==> src/rtl/riscv_pipe_pkg.sv <==
// Shared RV32I pipeline definitions: datapath widths, writeback select
// encodings, load funct3 codes and the writeback slot record.
package riscv_pipe_pkg;

    localparam int XLEN       = 32;
    localparam int REG_ADDR_W = 5;

    typedef enum logic [1:0] {
        WB_SEL_ALU  = 2'b00,
        WB_SEL_LOAD = 2'b01,
        WB_SEL_PC4  = 2'b10,
        WB_SEL_RSVD = 2'b11
    } wb_sel_e;

    localparam logic [2:0] F3_LB  = 3'b000;
    localparam logic [2:0] F3_LH  = 3'b001;
    localparam logic [2:0] F3_LW  = 3'b010;
    localparam logic [2:0] F3_LBU = 3'b100;
    localparam logic [2:0] F3_LHU = 3'b101;

    // One writeback entry: data is already selected and formatted.
    typedef struct packed {
        logic                  valid;
        logic                  we;
        logic [REG_ADDR_W-1:0] rd;
        logic [XLEN-1:0]       data;
    } wb_slot_t;

endpackage

==> src/rtl/wb_load_formatter.sv <==
// Combinational load-data formatter: extracts the addressed byte/halfword
// from an aligned memory word and sign- or zero-extends it.
module wb_load_formatter
    import riscv_pipe_pkg::*;
(
    input  logic [2:0]      funct3,
    input  logic [1:0]      offset,
    input  logic [XLEN-1:0] raw_word,
    output logic [XLEN-1:0] fmt_word
);

    logic [7:0]  byte_sel;
    logic [15:0] half_sel;

    // Lane select, then extension by load type; halfword ignores offset[0].
    always_comb begin
        byte_sel = '0;
        half_sel = offset[1] ? raw_word[31:16] : raw_word[15:0];
        fmt_word = raw_word;
        case (offset)
            2'd0:    byte_sel = raw_word[7:0];
            2'd1:    byte_sel = raw_word[15:8];
            2'd2:    byte_sel = raw_word[23:16];
            default: byte_sel = raw_word[31:24];
        endcase
        case (funct3)
            F3_LB:   fmt_word = {{(XLEN-8){byte_sel[7]}}, byte_sel};
            F3_LH:   fmt_word = {{(XLEN-16){half_sel[15]}}, half_sel};
            F3_LW:   fmt_word = raw_word;
            F3_LBU:  fmt_word = {{(XLEN-8){1'b0}}, byte_sel};
            F3_LHU:  fmt_word = {{(XLEN-16){1'b0}}, half_sel};
            default: fmt_word = raw_word;
        endcase
    end

endmodule

==> src/rtl/wb_writeback_stage.sv <==
// RV32I writeback stage: valid/ready capture from MEM into a MAIN slot with a
// one-entry SKID slot, register-file write port, retired-instruction counter.
// Optional EX bypass outputs enabled by defining WB_FORWARD_EN; otherwise the
// Fwd_* ports are tied to zero.
module wb_writeback_stage
    import riscv_pipe_pkg::*;
(
    input  logic                  Clk_In,
    input  logic                  Rst_In,
    input  logic                  Valid_In,
    output logic                  Ready_Out,
    input  logic                  Flush_In,
    input  logic                  Wb_Hold_In,
    input  logic                  Reg_Write_flag_In,
    input  logic [REG_ADDR_W-1:0] Rd_Addr_In,
    input  logic [1:0]            Wb_Sel_In,
    input  logic [2:0]            Funct3_In,
    input  logic [XLEN-1:0]       Alu_Result_In,
    input  logic [XLEN-1:0]       Load_Data_In,
    input  logic [XLEN-1:0]       Pc_Plus4_In,
    output logic                  Reg_Write_flag_Out,
    output logic [REG_ADDR_W-1:0] RD_Addr_Out,
    output logic [XLEN-1:0]       RD_Data_Out,
    output logic [31:0]           Instret_Out,
    output logic                  Fwd_Valid_Out,
    output logic [REG_ADDR_W-1:0] Fwd_Addr_Out,
    output logic [XLEN-1:0]       Fwd_Data_Out
);

    wb_slot_t        main_q, main_d;
    wb_slot_t        skid_q, skid_d;
    wb_slot_t        in_slot;
    logic            ready_q, ready_d;
    logic [31:0]     instret_q;
    logic [XLEN-1:0] load_fmt;
    logic [XLEN-1:0] sel_data;
    logic            accept;
    logic            retire;

    wb_load_formatter u_load_fmt (
        .funct3   (Funct3_In),
        .offset   (Alu_Result_In[1:0]),
        .raw_word (Load_Data_In),
        .fmt_word (load_fmt)
    );

    // Writeback value select; the reserved encoding falls back to the ALU result.
    always_comb begin
        sel_data = Alu_Result_In;
        case (wb_sel_e'(Wb_Sel_In))
            WB_SEL_LOAD: sel_data = load_fmt;
            WB_SEL_PC4:  sel_data = Pc_Plus4_In;
            default:     sel_data = Alu_Result_In;
        endcase
    end

    assign accept  = Valid_In && ready_q && !Flush_In;
    assign retire  = main_q.valid && !Wb_Hold_In && !Flush_In;
    assign in_slot = '{valid: 1'b1, we: Reg_Write_flag_In, rd: Rd_Addr_In, data: sel_data};

    // Slot movement; Ready_Out is derived from SKID occupancy after the edge.
    // SKID full implies Ready_Out low, so a retire from a full SKID never
    // coincides with an accept and SKID simply empties.
    always_comb begin
        main_d = main_q;
        skid_d = skid_q;
        if (Flush_In) begin
            main_d = '0;
            skid_d = '0;
        end else if (retire) begin
            if (skid_q.valid) begin
                main_d = skid_q;
                skid_d = '0;
            end else if (accept) begin
                main_d = in_slot;
            end else begin
                main_d = '0;
            end
        end else if (accept) begin
            if (!main_q.valid) begin
                main_d = in_slot;
            end else begin
                skid_d = in_slot;
            end
        end
        ready_d = !skid_d.valid;
    end

    // State registers and retired-instruction counter.
    always_ff @(posedge Clk_In) begin
        if (Rst_In) begin
            main_q    <= '0;
            skid_q    <= '0;
            ready_q   <= 1'b1;
            instret_q <= '0;
        end else begin
            main_q  <= main_d;
            skid_q  <= skid_d;
            ready_q <= ready_d;
            if (retire) begin
                instret_q <= instret_q + 32'd1;
            end
        end
    end

    assign Ready_Out          = ready_q;
    assign Instret_Out        = instret_q;
    assign Reg_Write_flag_Out = retire && main_q.we && (main_q.rd != '0);
    assign RD_Addr_Out        = main_q.valid ? main_q.rd   : '0;
    assign RD_Data_Out        = main_q.valid ? main_q.data : '0;

`ifdef WB_FORWARD_EN
    assign Fwd_Valid_Out = main_q.valid && main_q.we && (main_q.rd != '0);
    assign Fwd_Addr_Out  = main_q.valid ? main_q.rd   : '0;
    assign Fwd_Data_Out  = main_q.valid ? main_q.data : '0;
`else
    assign Fwd_Valid_Out = 1'b0;
    assign Fwd_Addr_Out  = '0;
    assign Fwd_Data_Out  = '0;
`endif

endmodule
==> config.mk <==
export PLATFORM = sky130hd
export DESIGN_NAME = wb_writeback_stage
export DESIGN_NICKNAME = d
export VERILOG_FILES = /design/src/rtl/riscv_pipe_pkg.sv /design/src/rtl/wb_load_formatter.sv /design/src/rtl/wb_writeback_stage.sv
export SDC_FILE = /design/constraint.sdc
export NUM_CORES = 1
export LEC_CHECK = 0
export ABC_AREA = 1
export BUFFER_PORTS_ARGS = -buffer_cell sky130_fd_sc_hd__buf_2
export CORE_MARGIN = 1
export CORE_UTILIZATION = 45
export CTS_CLUSTER_DIAMETER = 120
export CTS_CLUSTER_SIZE = 16
export DETAILED_ROUTE_END_ITERATION = 12
export PLACE_DENSITY_LB_ADDON = 0.12
export SYNTH_ARGS = -nofsm -noshare
export SYNTH_HDL_FRONTEND = slang
export SYNTH_SLANG_ARGS = --single-unit
==> constraint.sdc <==
create_clock -name Clk_In -period 3.3 [get_ports Clk_In]
set_input_delay 0.165 -clock Clk_In [delete_from_list [all_inputs] [get_ports Clk_In]]
set_output_delay 0.165 -clock Clk_In [all_outputs]
set_load 0.005 [all_outputs]
==> results.md, run 1 <==
- Synth Area in XOR/XNOR: 1.52%
- Hpwl dp: between 15,000 and 20,000 um
- Yosys top cell area share: 32.1%
- Final min period: 2.04 ns
- CP max FO: 25
- Outcome: completed
- Clock root buffer: clkbuf_16
- Clock sinks: 111
- Ys Warns: 0
- Routed wl met3: between 1000 and 1500 um
- Final Hold Viols: 0
- WS Path Type: reg -> reg
- Clock transition at path regs: roughly 0.07 ns
- Reg2reg start: Ready_Out$_SDFF_PP1_
- Drt pass-1 iters: 5
- Mapped cell area: 6920 um^2
- Crit. End Element: flip-flop
- R2r endpoint: skid_q[21]$_SDFFE_PP0P_
- Cells on worst reg2reg path: 7
- Worst Skew: ~0.010 ns
- Min-delay worst type: in -> reg
- Synth async-reset ratio: 0%
- Cell Count Post-Placement: about 1,400
- ANT cells: 0
- Hold EP: skid_q[34]$_SDFFE_PP0P_
- WL per Instance: ~15 um
- Number of port buffers: 182
- Vias per cell: 5.08
- Post_cts resized: 0
- Fillers: about 1,600
- Core area: 14,800 um^2
- Pwr Total: 2.94 mW
- Post-Syn Area per Cell: 6.15 um^2
- Drt initial violations: approximately 510
- DR WL met2: approximately 10,000 um
- Required time worst endpoint: 3.57 ns
- Prevailing post-synth register cell: dfxtp_1
- Final antenna-violating net count: 0
- GRT Resource Usage Total: 27.4%
- Post-synthesis compound-gate area fraction: 15.6%
- RSZ-0062 raised after global routing: false
- Sequential fraction of the synthesis area: between 30% and 40%
- Register bit total from synthesis: roughly 110
- Post-Synth Adder-Cell Area: 0.542%
- Maxcap violations: 0
- GP Congestion: 0.931
- Cts bufs inserted: 9
- CTS tree: built
- CTS max path bufs: 2
- Largest net degree at the start of global routing: 40
- Endpoints failing setup: 0
- Simple-gate share of the synthesized area: between 30% and 40%
- Num ports: 221
- WP data arrival: 2.32 ns
- Relative slew slack: 23.4%
- Slew @ Worst Pin: 1.14 ns
- CTS H-tree lvls: 3
- VDD IR-drop max: 0.000268 V
- Post-CTS setup repair buffer count: 0
- Global route overflow: 0
- Post-route insts no fill: 1,458
- Synth area leaders: dfxtp_1 32%, nand2_1 17%, a21oi_1 9.9%
- Area growth from synthesis to layout: 16.4%
- Pwr per Cell Area: 365 nW/um^2
- DRC Markers: 0
- Tcrit/Tclk final: approximately three fifths
- Pins over their slew limit: 0
- Top layer in use: met4
- Vias in the first global route: 6,789
- Starting density of the core: 46.9%
- # rows: 44
- R2r setup slk: around 1.3 ns
- Leakage: 3.99 nW
- Yosys top cell by area: dfxtp_1
- Die ar.: roughly 16,000 um^2
- First-pass GRT wire length: 34,700 um
- Final net count: 1,386
- Skew-Pair Late Insertion Delay: roughly 0.35 ns
- Ratio of cells with drive above 1 in the final layout: 20.5%
- Initial antenna violation count: 0
- Synth Instances: roughly 1,100
- Largest family of logic cells by synthesized area: simple AND/OR/NAND/NOR gates
- Via count: around 7,400
- Synth unique cells: 35
- Die Ht: between 100 and 150 um
- Post-synth EDFFs: 0
- Worst hold path depth: 3
- Worst hold path startpoint: Rd_Addr_In[2]
- Final setup TNS: 0 ns
- Startpoint Class: flip-flop
- F_max: around 0.5 GHz
- Mux share of post-synthesis cell area: 0%
- Metal-1 WL: 9900 um
- CTS Hold Bufs: 0
- Die Width: 126 um
- Total Routed Length: 21,500 um
-- final cells by class --
type	count	area (um^2)	area share [%]
flip-flops and latches	111	2220	27.6
inverters	130	489	6.07
clock buffers	11	243	3.01
repair buffers	194	1000	12.4
well taps	184	230	2.86
multi-input cells	825	3820	47.5
clock inverters	3	43.8	0.544
-- stage by stage --
stage	setup WS (ns)	area, um^2	hold WS, ns	utilization, %
floorplan	1.76	7060	0.244	-
global placement	1.21	7770	0.440	52.6
detailed placement	1.12	7770	0.440	52.6
CTS	1.25	8050	0.0634	54.6
global route	1.03	8050	0.0812	54.6
finish	1.26	8050	0.0741	54.6
-- power breakdown --
group	switching, mW	internal (mW)
sequential	0.0108	1.36
clock	0.492	0.604
combinational	0.307	0.164
total	0.810	2.13
-- worst max-delay path by stage --
stage	startpoint	endpoint	slack, ns	depth (start not counted)
after floorplan	Instret_Out[0]$_SDFFE_PP0P_	Instret_Out[18]$_SDFFE_PP0P_	1.76	8
after global placement	Wb_Sel_In[1]	main_q[23]$_SDFFE_PP0P_	1.21	9
after detailed placement	Wb_Sel_In[1]	main_q[21]$_SDFFE_PP0P_	1.12	9
after CTS	main_q[38]$_SDFFE_PP0P_	skid_q[21]$_SDFFE_PP0P_	1.25	10
after global routing	main_q[38]$_SDFFE_PP0P_	skid_q[27]$_SDFFE_PP0P_	1.03	10
final	Ready_Out$_SDFF_PP1_	skid_q[21]$_SDFFE_PP0P_	1.26	7
-- flip-flops by register name, summed over array words and instances (netlist names) --
register	cells
main_q	39
skid_q	39
Instret_Out	32
Ready_Out	1
-- kinds of logic after synthesis --
kind of cell	Yosys count
AOI/OAI and AO/OA	209
buffers and inverters	226
and+or+nand+nor	563
other	1
xor gates and xnor gates	12
DFF	111
adders and majority gates	3
-- placed cells by master (no fill, tap or decap), types with 2 or more instances in the layout --
cell,n
nor2_4,4
inv_2,6
nor3_1,11
inv_1,122
nor2_1,85
nand2_1,313
nand3_1,90
nand4_1,14
buf_4,12
o21ai_4,2
nand3b_1,2
or2_2,30
a31oi_1,2
clkbuf_16,9
ha_1,3
nand3_2,3
a21oi_1,137
o21ai_0,54
clkinv_2,2
nor2_2,6
xnor2_1,3
conb_1,38
dfxtp_1,111
a221oi_1,7
o21ai_1,6
xor2_1,9
buf_2,182
nor3b_1,2
-- cells in the mapped netlist (2+ instances only) --
cell type / n
inv_2: 6
buf_1: 2
nand4_1: 14
nand3_1: 90
nand2_1: 313
inv_1: 122
nor3b_1: 2
o21ai_1: 7
nand3_2: 3
xor2_1: 9
nor2_2: 5
a221oi_1: 7
a31oi_1: 2
nor3_1: 11
nor2_1: 86
clkbuf_1: 39
xnor2_1: 3
nand3b_1: 2
nor2_4: 4
buf_2: 10
buf_4: 44
o21ai_0: 54
ha_1: 3
or2_2: 30
a21oi_1: 137
dfxtp_1: 111
-- critical path, stage by stage (launching register included) --
cell and delay [ns]:
dfxtp_1 0.33, nand3_1 0.24, nor2_1 0.21, nand2_1 0.09
inv_1 0.38, buf_4 0.41, nand3_1 0.13, a21oi_1 0.17
-- metal layers --
layer / up-vias / track usage [%]
met1: 3327 / 35.3
met2: 241 / 46.7
met5: - / 0
li1: 3801 / -
met4: 0 / 9.14
met3: 31 / 4.08
No activity file was read; power rests on OpenSTA's default activity.
==> inputs of run 2 (changes only) <==
Settings changed: ABC_AREA 1 to 0.
Clock period 3.3 ns to 1.9 ns, I/O delays scaled along.
==> run 2 against run 1 <==
Effect of this change:
- worst hold slack gained 0.057 ns
- register-to-register slack got worse by 1.2 ns
- flip-flop and latch count unchanged
==> results.md, run 2 <==
- Clock transition at path regs: 0.08 ns
- Outcome: completed
- Yosys top cell area share: 33.8%
- CP max FO: 7
- F_max: 0.534 GHz
- Ratio of cells with drive above 1 in the final layout: 28.6%
- Pins over their slew limit: 0
- Skew-Pair Late Insertion Delay: 0.36 ns
- Total Routed Length: 20,700 um
- Slowest cell delay on critical path: roughly 0.43 ns
- WP data arrival: 2.17 ns
- Vias per cell: roughly 5.8
- Ys Warns: 0
- VDD IR-drop max: 0.000449 V
- Num ports: ~220
- Worst hold path startpoint: Alu_Result_In[22]
- GRT Resource Usage Total: 27.7%
- Prevailing post-synth register cell: dfxtp_1
- Vias in the first global route: 6,327
- Final net count: 1,122
- Die ar.: 15,100 um^2
- Tcrit/Tclk final: 98.6%
- Number of port buffers: 182
- Synth async-reset ratio: 0%
- RSZ-0062 raised after global routing: true
- Worst Skew: between 0.008 and 0.009 ns
- Cts bufs inserted: 9
- Post-layout util: 58.9%
- DRC Markers: 0
- Synth Instances: 808
- Area growth from synthesis to layout: 25.9%
- Synth unique cells: 63
- Sequential fraction of the synthesis area: 33.8%
- First-pass GRT wire length: ~32,000 um
- Final antenna-violating net count: 0
- WS Path Type: reg -> reg
- Required time worst endpoint: 2.20 ns
- Crit. End Element: flip-flop
- Commonest non-fill, non-tap cell in the layout: buf_2
- Final Hold Viols: 0
- Yosys top cell by area: dfxtp_1
- Startpoint Class: flip-flop
- Final Worst Setup Slack: 0.0265 ns
- Pwr Total: 5.22 mW
- Leakage: around 3.6 nW
- Die Ht: roughly 120 um
- Most frequent cells in the layout: 182 x buf_2, 110 x dfxtp_1, 63 x buf_4, 56 x a21oi_1, 48 x nor2_1
- Worst hold path depth: 3
- WL per Instance: 17.3 um
- Reg2reg start: main_q[38]$_SDFFE_PP0P_
- CP bufs+invs: 0
- CTS tree: built
- Post-Syn Area per Cell: 8.13 um^2
- CTS H-tree lvls: 3
- Global route overflow: 0
- Via count: 6,863
- Drt initial violations: 470
- Post-synth EDFFs: 0
- CP delay by family, top: simple AND/OR/NAND/NOR gates
- Largest net degree at the start of global routing: 47
- Critical Path Start: main_q[38]$_SDFFE_PP0P_
- GP Congestion: 0.868
- Die Width: 123 um
- Mapped cell area: ~6600 um^2
- Core area: 14,000 um^2
- Commonest cells post-synth: 111 x dfxtp_1, 57 x a21oi_1, 50 x clkbuf_1
- Register bit total from synthesis: 111
- Hpwl dp: around 15,000 um
- Crit-path cells: or3b_4 -> nor4_4 -> nand3_2 -> or4_4 -> a21oi_2
- DP Worst Slack: -0.0504 ns
- Clock sinks: 111
- Endpoints failing setup: 0
- Min-delay worst type: in -> reg
- Maxcap violations: 0
- # rows: 43
- Final min period: 1.87 ns
- Cells on worst reg2reg path: 5
- Initial antenna violation count: 0
- Clock root buffer: clkbuf_16
- ANT cells: 0
- Slowest CP cell: or4_4
- Synth area leaders: dfxtp_1 34%, a221oi_1 4.7%, buf_4 4.5%
- CTS max path bufs: 2
- Drt pass-1 iters: 7
- Cell with the most instances after synthesis: dfxtp_1
- Critical path depth: 5
- Pwr per Cell Area: 631 nW/um^2
- Starting density of the core: 46.8%
## run 2: worst paths after layout
| path | end | slack, ns |
|---|---|---|
| setup reg to reg | Instret_Out[30]$_SDFFE_PP0P_ | 0.03 |
| hold / removal | skid_q[22]$_SDFFE_PP0P_ | 0.13 |
| setup / recovery | Instret_Out[30]$_SDFFE_PP0P_ | 0.03 |
| hold reg to reg | skid_q[6]$_SDFFE_PP0P_ | 0.46 |
## run 2: through the flow
step / setup TNS (ns) / hold WS, ns / instance area, um^2 / std cells
6_report: 0 / 0.131 / 8270 / 1192
3_3_place_gp: 0 / 0.358 / 7850 / 1166
3_5_place_dp: -0.0504 / 0.367 / 7850 / 1166
4_1_cts: 0 / 0.121 / 8210 / 1188
5_1_grt: -0.101 / 0.168 / 8270 / 1192
2_1_floorplan: 0 / 0.231 / 6720 / 845
## run 2: power by group
| group | internal, mW | leakage (nW) | switching (mW) |
|---|---|---|---|
| clock | 1.04 | 0.149 | 0.912 |
| combinational | 0.375 | 2.56 | 0.509 |
| sequential | 2.36 | 0.898 | 0.0225 |
## run 2: layer usage
metal	up-vias	GRT usage, %	routed length, um
li1	3323	-	-
met1	3205	36.6	9090
met2	291	44.6	9450
met3	44	3.67	1400
met4	0	13.0	722
met5	-	0	0
## run 2: worst reg2reg max path: cells and delay by family (launching register included)
family / cells / cell delay [ns]
compound gates: 1 / 0.14
flops: 1 / 0.33
simple gates: 4 / 1.33
## run 2: cells by family (layout without fill, tap and decap cells)
kind of cell,after synthesis,count (layout),synth area share (%)
AND/OR/NAND/NOR,272,272,22.8
AO/OA/AOI/OAI,265,265,28.1
buffers and inverters,123,290,9.79
flip-flops,111,111,33.8
XOR/XNOR,22,22,2.93
multiplexers,11,11,1.91
adder cells (fa/ha/maj),3,3,0.572
other,1,38,0.0571
## run 2: area by class of cell
class | instances | area [um^2]
clock buffer | 10 | 229
clock inverter | 6 | 68.8
fill | 1305 | 5770
inverter | 16 | 60.1
multi-input combinational | 611 | 3890
sequential | 111 | 2220
tap | 180 | 225
timing repair buffer | 258 | 1580
## run 2: what timing repair did
item | in CTS | in global routing
gates resized for setup | 1 | 7
setup buffers | 0 | 4
endpoints found under the setup margin | 3 | 17
hold buffers | 6 | 0
pin swaps | 0 | 4
endpoints found under the hold margin | 6 | 0
